--- src/rtl/cam_entry_manager.sv ---
// Single-request CAM entry manager: lookup / insert / delete against a block-RAM CAM.
// Optional CAM_MGR_STATS_EN adds an occupancy output counting used entries.
module cam_entry_manager #(
  parameter int DATA_WIDTH     = 64,
  parameter int ADDR_WIDTH     = 5,
  parameter int LOOKUP_LATENCY = 1
) (
  input  logic                  clk,
  input  logic                  rst,
  input  logic                  req_valid,
  output logic                  req_ready,
  input  logic [1:0]            req_op,
  input  logic [DATA_WIDTH-1:0] req_key,
  output logic                  resp_valid,
  input  logic                  resp_ready,
  output logic [1:0]            resp_status,
  output logic [ADDR_WIDTH-1:0] resp_addr,
  output logic [DATA_WIDTH-1:0] cam_compare_data,
  input  logic                  cam_match,
  input  logic [ADDR_WIDTH-1:0] cam_match_addr,
  output logic [ADDR_WIDTH-1:0] cam_write_addr,
  output logic [DATA_WIDTH-1:0] cam_write_data,
  output logic                  cam_write_delete,
  output logic                  cam_write_enable,
  input  logic                  cam_write_busy
`ifdef CAM_MGR_STATS_EN
  ,
  output logic [ADDR_WIDTH:0]   occupancy
`endif
);

  // state    | meaning
  // IDLE     | ready for a request when the CAM write engine is idle
  // LOOKUP   | compare key driven, waiting out the CAM lookup latency
  // DECIDE   | classify hit/miss against the op, pick a slot
  // WR_ISSUE | waiting for the CAM to be idle, then pulse the write strobe
  // WR_WAIT  | waiting for the CAM write to complete, then update the bitmap
  // RESP     | response held until consumed

  localparam int ENTRIES = 1 << ADDR_WIDTH;

  localparam logic [1:0] ST_OK        = 2'd0;
  localparam logic [1:0] ST_EXISTS    = 2'd1;
  localparam logic [1:0] ST_FULL      = 2'd2;
  localparam logic [1:0] ST_NOT_FOUND = 2'd3;

  localparam logic [1:0] OP_INSERT = 2'b01;
  localparam logic [1:0] OP_DELETE = 2'b10;

  typedef enum logic [2:0] {
    S_IDLE,
    S_LOOKUP,
    S_DECIDE,
    S_WR_ISSUE,
    S_WR_WAIT,
    S_RESP
  } state_t;

  state_t state, state_next;

  logic [2:0]            lat_cnt;
  logic [1:0]            op_q;
  logic [DATA_WIDTH-1:0] key_q;
  logic                  hit_q;
  logic [ADDR_WIDTH-1:0] hit_addr_q;
  logic [ENTRIES-1:0]    used_map;
  logic [ADDR_WIDTH-1:0] wr_addr_q;
  logic                  wr_del_q;
  logic                  wait_first_q;
  logic [1:0]            resp_status_q;
  logic [ADDR_WIDTH-1:0] resp_addr_q;

  logic                  accept;
  logic                  is_insert;
  logic                  is_delete;
  logic                  map_full;
  logic [ADDR_WIDTH-1:0] free_idx;
  logic                  need_write;
  logic                  write_done;

  assign accept     = req_valid && req_ready;
  assign is_insert  = (op_q == OP_INSERT);
  assign is_delete  = (op_q == OP_DELETE);
  assign map_full   = &used_map;
  assign need_write = (is_insert && !hit_q && !map_full) || (is_delete && hit_q);
  // CAM busy is registered, so it only reflects our strobe from the second WR_WAIT cycle on.
  assign write_done = (state == S_WR_WAIT) && !wait_first_q && !cam_write_busy;

  // Lowest-index free slot; scanning downward lets the lowest clear bit win.
  always_comb begin
    free_idx = '0;
    for (int i = ENTRIES - 1; i >= 0; i--) begin
      if (!used_map[i]) free_idx = ADDR_WIDTH'(i);
    end
  end

  always_ff @(posedge clk) begin
    if (rst) state <= S_IDLE;
    else     state <= state_next;
  end

  always_comb begin
    state_next = state;
    case (state)
      S_IDLE:     if (accept) state_next = S_LOOKUP;
      S_LOOKUP:   if (lat_cnt == 3'd0) state_next = S_DECIDE;
      S_DECIDE:   state_next = need_write ? S_WR_ISSUE : S_RESP;
      S_WR_ISSUE: if (!cam_write_busy) state_next = S_WR_WAIT;
      S_WR_WAIT:  if (write_done) state_next = S_RESP;
      S_RESP:     if (resp_ready) state_next = S_IDLE;
      default:    state_next = S_IDLE;
    endcase
  end

  always_comb begin
    req_ready        = (state == S_IDLE) && !cam_write_busy;
    resp_valid       = (state == S_RESP);
    cam_write_enable = (state == S_WR_ISSUE) && !cam_write_busy;
    resp_status      = resp_status_q;
    resp_addr        = resp_addr_q;
    cam_compare_data = key_q;
    cam_write_data   = key_q;
    cam_write_addr   = wr_addr_q;
    cam_write_delete = wr_del_q;
  end

  always_ff @(posedge clk) begin
    if (rst) begin
      lat_cnt       <= '0;
      op_q          <= '0;
      key_q         <= '0;
      hit_q         <= 1'b0;
      hit_addr_q    <= '0;
      used_map      <= '0;
      wr_addr_q     <= '0;
      wr_del_q      <= 1'b0;
      wait_first_q  <= 1'b0;
      resp_status_q <= ST_OK;
      resp_addr_q   <= '0;
    end else begin
      case (state)
        S_IDLE: begin
          if (accept) begin
            op_q    <= req_op;
            key_q   <= req_key;
            lat_cnt <= 3'(LOOKUP_LATENCY);
          end
        end
        S_LOOKUP: begin
          if (lat_cnt == 3'd0) begin
            hit_q      <= cam_match;
            hit_addr_q <= cam_match_addr;
          end else begin
            lat_cnt <= lat_cnt - 3'd1;
          end
        end
        S_DECIDE: begin
          wr_del_q <= is_delete;
          if (is_insert) begin
            if (hit_q) begin
              resp_status_q <= ST_EXISTS;
              resp_addr_q   <= hit_addr_q;
            end else if (map_full) begin
              resp_status_q <= ST_FULL;
              resp_addr_q   <= '0;
            end else begin
              wr_addr_q <= free_idx;
            end
          end else if (is_delete) begin
            if (hit_q) begin
              wr_addr_q <= hit_addr_q;
            end else begin
              resp_status_q <= ST_NOT_FOUND;
              resp_addr_q   <= '0;
            end
          end else begin
            resp_status_q <= hit_q ? ST_OK : ST_NOT_FOUND;
            resp_addr_q   <= hit_q ? hit_addr_q : '0;
          end
        end
        S_WR_ISSUE: begin
          if (!cam_write_busy) wait_first_q <= 1'b1;
        end
        S_WR_WAIT: begin
          wait_first_q <= 1'b0;
          if (write_done) begin
            used_map[wr_addr_q] <= !wr_del_q;
            resp_status_q       <= ST_OK;
            resp_addr_q         <= wr_addr_q;
          end
        end
        default: ;
      endcase
    end
  end

`ifdef CAM_MGR_STATS_EN
  always_ff @(posedge clk) begin
    if (rst) begin
      occupancy <= '0;
    end else if (write_done) begin
      if (wr_del_q) occupancy <= occupancy - {{ADDR_WIDTH{1'b0}}, 1'b1};
      else          occupancy <= occupancy + {{ADDR_WIDTH{1'b0}}, 1'b1};
    end
  end
`endif

endmodule

--- config.mk ---
export PLATFORM = sky130hd
export DESIGN_NAME = cam_entry_manager
export DESIGN_NICKNAME = d
export VERILOG_FILES = /design/src/rtl/cam_entry_manager.sv
export SDC_FILE = /design/constraint.sdc
export NUM_CORES = 1
export LEC_CHECK = 0
export ABC_AREA = 1
export CORE_UTILIZATION = 40
export DETAILED_ROUTE_END_ITERATION = 7
export DONT_BUFFER_PORTS = 1
export PLACE_DENSITY_LB_ADDON = 0.08
export RECOVER_POWER = 50
export SLEW_MARGIN = 40
export SYNTH_ARGS = -nofsm -noshare
export SYNTH_HDL_FRONTEND = slang
export SYNTH_SLANG_ARGS = --single-unit
--- constraint.sdc ---
create_clock -name clk -period 2.05 [get_ports clk]
set_clock_uncertainty 0.15 [all_clocks]
set_input_delay 0.3075 -clock clk [delete_from_list [all_inputs] [get_ports clk]]
set_output_delay 0.3075 -clock clk [all_outputs]
set_load 0.03 [all_outputs]
### Word level (Yosys, flattened, before mapping)

Index checks and enable logic that the tools add are counted.

| word-level totals | value |
|---|---|
| output and inout bits | 144 |
| word-level logic and storage cells | 130 |
| bits of input ports | 77 |
| register bits after elaboration | 124 |

| cells by class | value |
|---|---|
| reductions and logical operators | 31 |
| add/subtract/negate cells | 1 |
| muxes and demuxes | 67 |
| magnitude comparators | 2 |
| equal/unequal tests | 17 |

Operators by type and width:

| cell | number |
|---|---|
| 2-to-1 mux 5 bit | 44 |
| bitwise mux 32 bit | 1 |
| AND reduction 32 bit | 1 |
| 2-to-1 mux 3 bit | 7 |
| case mux 3 bit (6 select lines) | 1 |
| 2-to-1 mux 2 bit | 7 |
| inequality test 2 bit, second input constant | 7 |
| case mux 5 bit (2 select lines) | 1 |
| AND reduction 5 bit | 2 |
| nonzero test 2 bit | 5 |
| logical AND 1 bit | 9 |
| inequality test 4 bit, second input constant | 2 |
| AND reduction 2 bit | 4 |
| equality test 3 x 2 -> 1 bit, second input constant | 2 |
| equality test 3 bit, second input constant | 2 |
| zero test 3 bit | 2 |
| < comparator 5 x 6 -> 1 bit, second input constant | 1 |
| case mux 3 bit (2 select lines) | 1 |
| demux 1 bit (select 5 bit) | 1 |
| greater-or-equal comparator 5 x 1 -> 1 bit, second input constant | 1 |
| zero test 1 bit | 5 |
| case mux 2 bit (2 select lines) | 1 |
| AND reduction 4 bit | 1 |
| equality test 3 x 1 -> 1 bit, second input constant | 1 |
| other kinds (8) | 9 |

### Logic depth before layout (Yosys ltp)

| logic depth | value |
|---|---|
| depth after elaboration | 35 |
| gate-level depth with buffers | 33 |
| depth with buffers taken out | 33 |

### Worst setup path before layout

No wires, ideal clock.

| path | value |
|---|---|
| path type | register -> register |
| start point | register state[1] |
| end point | register key_q[39], in the netlist cam_compare_data[39] |
| required time | 1.830 ns |
| buffers on the path | 2 |
| clock period less this slack | 2.303 ns |
| arrival time | 2.083 ns |
| setup slack | -0.253 ns |
| library setup time | 0.070 ns |
| stages on the path, launching flop included | 10 |
| path through | dfxtp_1 -> nor2_1 -> nand2_1 -> nor2_1 -> nand2_1 -> inv_2 -> clkbuf_1 -> clkbuf_1 -> nand2_1 -> a21oi_1 |

| between the ends | value |
|---|---|
| longest elaborated chain between the ends | 4 |

Ends and longest elaborated chain:

| element | RTL line | text |
|---|---|---|
| start: declaration | 59 | `state_t state, state_next;` |
| start signal: assignment | 99 | `else state <= state_next;` |
| zero test 3 bit | 116 | `req_ready = (state == S_IDLE) && !cam_write_busy;` |
| logical AND 1 bit | 116 |  |
| net req_ready | 11 | `output logic req_ready,` |
| logical AND 1 bit | 81 | `assign accept = req_valid && req_ready;` |
| AND reduction 2 bit (no source line) | - |  |
| end signal: assignment | 145 | `key_q <= req_key;` |
| end: declaration | 63 | `logic [DATA_WIDTH-1:0] key_q;` |

The timed path passes the listed nets, and every way through them passes these cells.
A chain may end at the register's enable or synchronous reset.

### Final worst setup path

| path | value |
|---|---|
| start point | register used_map[31] |
| end point | register wr_addr_q[0], in the netlist cam_write_addr[0] |

| between the ends | value |
|---|---|
| longest elaborated chain between the ends | 35 |
| elaborated cells between the ends (all ways) | 38 |
| classes of those cells | 1 x eq/ne; 35 x mux; 2 x reduce/logical |

Ends and longest elaborated chain:

| element | RTL line | text |
|---|---|---|
| start: declaration | 66 | `logic [ENTRIES-1:0] used_map;` |
| start signal: indexed assignment | 187 | `used_map[wr_addr_q] <= !wr_del_q;` |
| 2-to-1 mux 5 bit (32 in a row) | 93 | `if (!used_map[i]) free_idx = ADDR_WIDTH'(i);` |
| 2-to-1 mux 5 bit | 163 | `end else if (map_full) begin` |
| 2-to-1 mux 5 bit | 160 | `if (hit_q) begin` |
| 2-to-1 mux 5 bit | 159 | `if (is_insert) begin` |
| end signal: assignment | 167 | `wr_addr_q <= free_idx;` |
| end signal: assignment | 171 | `wr_addr_q <= hit_addr_q;` |
| end: declaration | 67 | `logic [ADDR_WIDTH-1:0] wr_addr_q;` |

Parallel ways exist; a longest one is shown, timed or not. The select of a mux whose other input is x is not followed.

==> key figures <==
Placed design
  • # port buffers: 0
  • Post-DP HPWL: 9850 µm
  • # placed instances: 874
  • DP Area: 5530 µm²
  • Gpl congestion: 0.843

Die
  • I/O pin count: 221
  • Die W: 120 µm
  • Cell row count: 42
  • Chip height: 120 µm
  • Initial core utilization: 41.6%
  • Core area: 13400 µm²
  • Die area: 14400 µm²

Power and ir drop
  • Worst vdd ir: 0.639 mV
  • PD cells: 1240 nW/µm²
  • Power Total: 7940 µW
  • Leakage: 0.00230 µW

Synth
  • Compound-Gate Fraction of Synth Area: 18.2%
  • Synth Area in Adders: 0.899%
  • Avg Inst Size Synth: 7.37 µm²
  • Share of the synthesized area in the top cell type: 44.6%
  • Primary FF master, synth: dfxtp_1
  • Post-synth EDFFs: 0
  • Sequential share of the synthesized area: 44.6%
  • Netlist cell types: 31
  • Yosys warns: 0
  • Simple-gate share of the synthesized area: 22.1%
  • Fraction of synthesized area in multiplexers: 0%
  • Synth top cells by count: nand2_1, dfxtp_1, a21oi_1
  • Most frequent cell after synthesis: nand2_1
  • Post-synth top area cell: dfxtp_1
  • Cells after Synth: 756
  • Main combinational cell family by area after synthesis: simple AND/OR/NAND/NOR gates
  • Post-synthesis register bit count: 124
  • Async SR Flop Fraction: 0%
  • Dominant cells by area after synthesis: dfxtp_1, nand2_1, a21oi_1, buf_4, nor2_1
  • Xor and xnor area share after synthesis: 0%
  • Synthesized area: 5570 µm²
  • Syn_nets: 837

Timing
  • Endpoints failing setup: 12
  • Final Hold Vio Count: 87
  • Worst slew pin tran: 685 ps
  • Tmin final: 2200 ps
  • Post-route setup slack: -147 ps
  • Fmax: 0.455 GHz
  • Final Slew Violations: 0
  • Slew Limit Headroom: 54.3%
  • Hold WS: -188 ps
  • Post-route clock period utilization: 107%
  • RSZ-0062 raised after global routing: true

Setup path
  • Slowest library cell on the worst path: dfxtp_2
  • Critical Path End Type: flop
  • Worst Setup Start Kind: flop
  • Crit path top cell by count: nand2_1
  • Crit path arrival time: 2350 ps
  • Slowest stage delay, CP: 340 ps
  • Worst EP required: 2200 ps
  • Critical-path maximum fanout: 3
  • Type of the worst setup path: flop to flop

Clock network
  • Worst-Skew Late Latency: 410 ps
  • TritonCTS buffer count: 17
  • CTS Sinks: 124
  • Max Root-Sink Buffers: 2
  • Root buffer selected by CTS: clkbuf_16
  • CTS Hold Bufs: 10
  • CTS tree: yes
  • Clock H-tree levels: 4
  • Worst-path clk slew: 60 ps

Final layout
  • Final Instance Area: 6380 µm²
  • Layout cell share with drive strength beyond 1: 15.4%
  • Non-filler instance count after layout: 921
  • Nets: 813
  • Area Overhead vs Synth: 14.6%
  • Ant diodes: 0
  • Fin util: 47.6%
  • Fill cell count: 1357

Routing
  • Via/cell ratio: 5.17
  • Final ANT Viol Nets: 0
  • Via count: 4760
  • Drt wl/cell: 15.8 µm
  • WL final: 14500 µm
  • Initial DRC Count: 262
  • DRC Markers: 0
  • Router iterations before antenna repair: 4

Run
  • Max cap viols: 0

GRT
  • Overflow after GRT: 0
  • Vias in the first global route: 4544
  • GRT Total Usage: 20.5%
  • First-pass GRT wire length: 23000 µm
  • Antenna violations before repair: 0
  • Largest net degree at the start of global routing: 91

Outcome
  • Failing checks: hold timing, setup timing
  • Status: finished with violations

Min path
  • Hold Crit Class: primary input to flop
metal layers:
layer / wire [µm] / part of all wire, % / GRT usage, % / up-vias
li1: - / - / - / 2395
met1: 6610 / 46 / 26.3 / 2204
met3: 862 / 5.9 / 6.46 / 16
met5: 0 / 0 / 0 / -
met2: 6870 / 47 / 32.1 / 145
met4: 170 / 1.2 / 7.11 / 0
final cells by class:
class,instances,area (µm²),area share [%]
Timing Repair inverter,1,7.51,0.118
Multi-Input combinational cell,488,2420,37.9
Inverter,47,184,2.88
Sequential cell,124,2490,39.0
Tap cell,176,220,3.45
Timing Repair Buffer,53,465,7.29
Clock inverter,13,166,2.61
Clock buffer,19,433,6.78
critical path: cells and delay by family, from the launching register on:
kind | cells | cell delay (ps)
flip-flops | 1 | 340
AO/OA/AOI/OAI | 1 | 50
AND/OR/NAND/NOR | 31 | 1490
buffers and inverters | 1 | 40
cell usage in the layout (no fill, tap or decap), types with 2 or more instances in the layout:
cell           count
buf_12             4
a21oi_2            5
dlygate4sd3_1     10
inv_6              2
nand4_1            3
nand3_1           11
nor3_1             6
a21oi_1          111
nor2_1            52
o21ai_2            5
a311oi_1          15
nand2_1          203
clkbuf_16         17
inv_2             10
clkinv_2           2
nor4_1             7
clkbuf_1           6
nand2_2            3
inv_1             33
a211oi_1           2
o22ai_1            2
buf_4             33
dfxtp_1          118
nor3_4             2
dfxtp_2            6
ha_1               4
nor3_2             3
clkinv_1           2
a31oi_1            7
buf_6              2
bufinv_16          3
nor4_4             2
o21ai_1            5
clkinvlp_4         4
clkinv_4           4
o21ai_0           28
sequential cells by signal, indices dropped and copies added (netlist names):
register / cells
cam_write_delete: 1
cam_compare_data: 64
resp_status: 2
resp_addr: 5
cam_write_addr: 5
hit_q: 1
lat_cnt: 3
wait_first_q: 1
used_map: 32
state: 3
op_q: 2
hit_addr_q: 5
repair_timing:
item / CTS / global route
endpoints found under the setup margin: 14 / 34
cloned: 1 / 0
resized for setup: 6 / 30
buffers inserted: 2 / 2
pin swaps: 1 / 6
hold endpoints to repair: 97 / 87
cells by family (layout without fill, tap and decap cells):
kind of cell,Yosys count,in the layout
buf+inv,144,133
flops,124,124
compound gates,185,185
simple gates,299,299
fa+ha+maj,4,4
stage by stage:
step                      TNS (ps)  setup slack [ps]
final                        -1080              -147
after global routing         -3430              -477
after CTS                     -152              -152
after detailed placement     -1770              -198
after global placement       -1640              -171
after floorplan                  0              23.1
power by group:
part | internal [µW] | switching, µW | total (µW) | leakage (µW)
clock | 1920 | 1120 | 3040 | 0.000284
combinational | 463 | 798 | 1260 | 0.00101
sequential | 2710 | 933 | 3640 | 0.00101
total | 5090 | 2850 | 7940 | 0.00230
final timing paths:
kind	from	end	slack [ps]	cells after the start
max reg2reg	used_map[31]	cam_write_addr[0]	-150	33
max	used_map[31]	cam_write_addr[0]	-150	33
min	rst	cam_compare_data[42]	-190	1
min reg2reg	lat_cnt[0]	lat_cnt[0]	300	1
No activity file was read; power rests on OpenSTA's default activity.
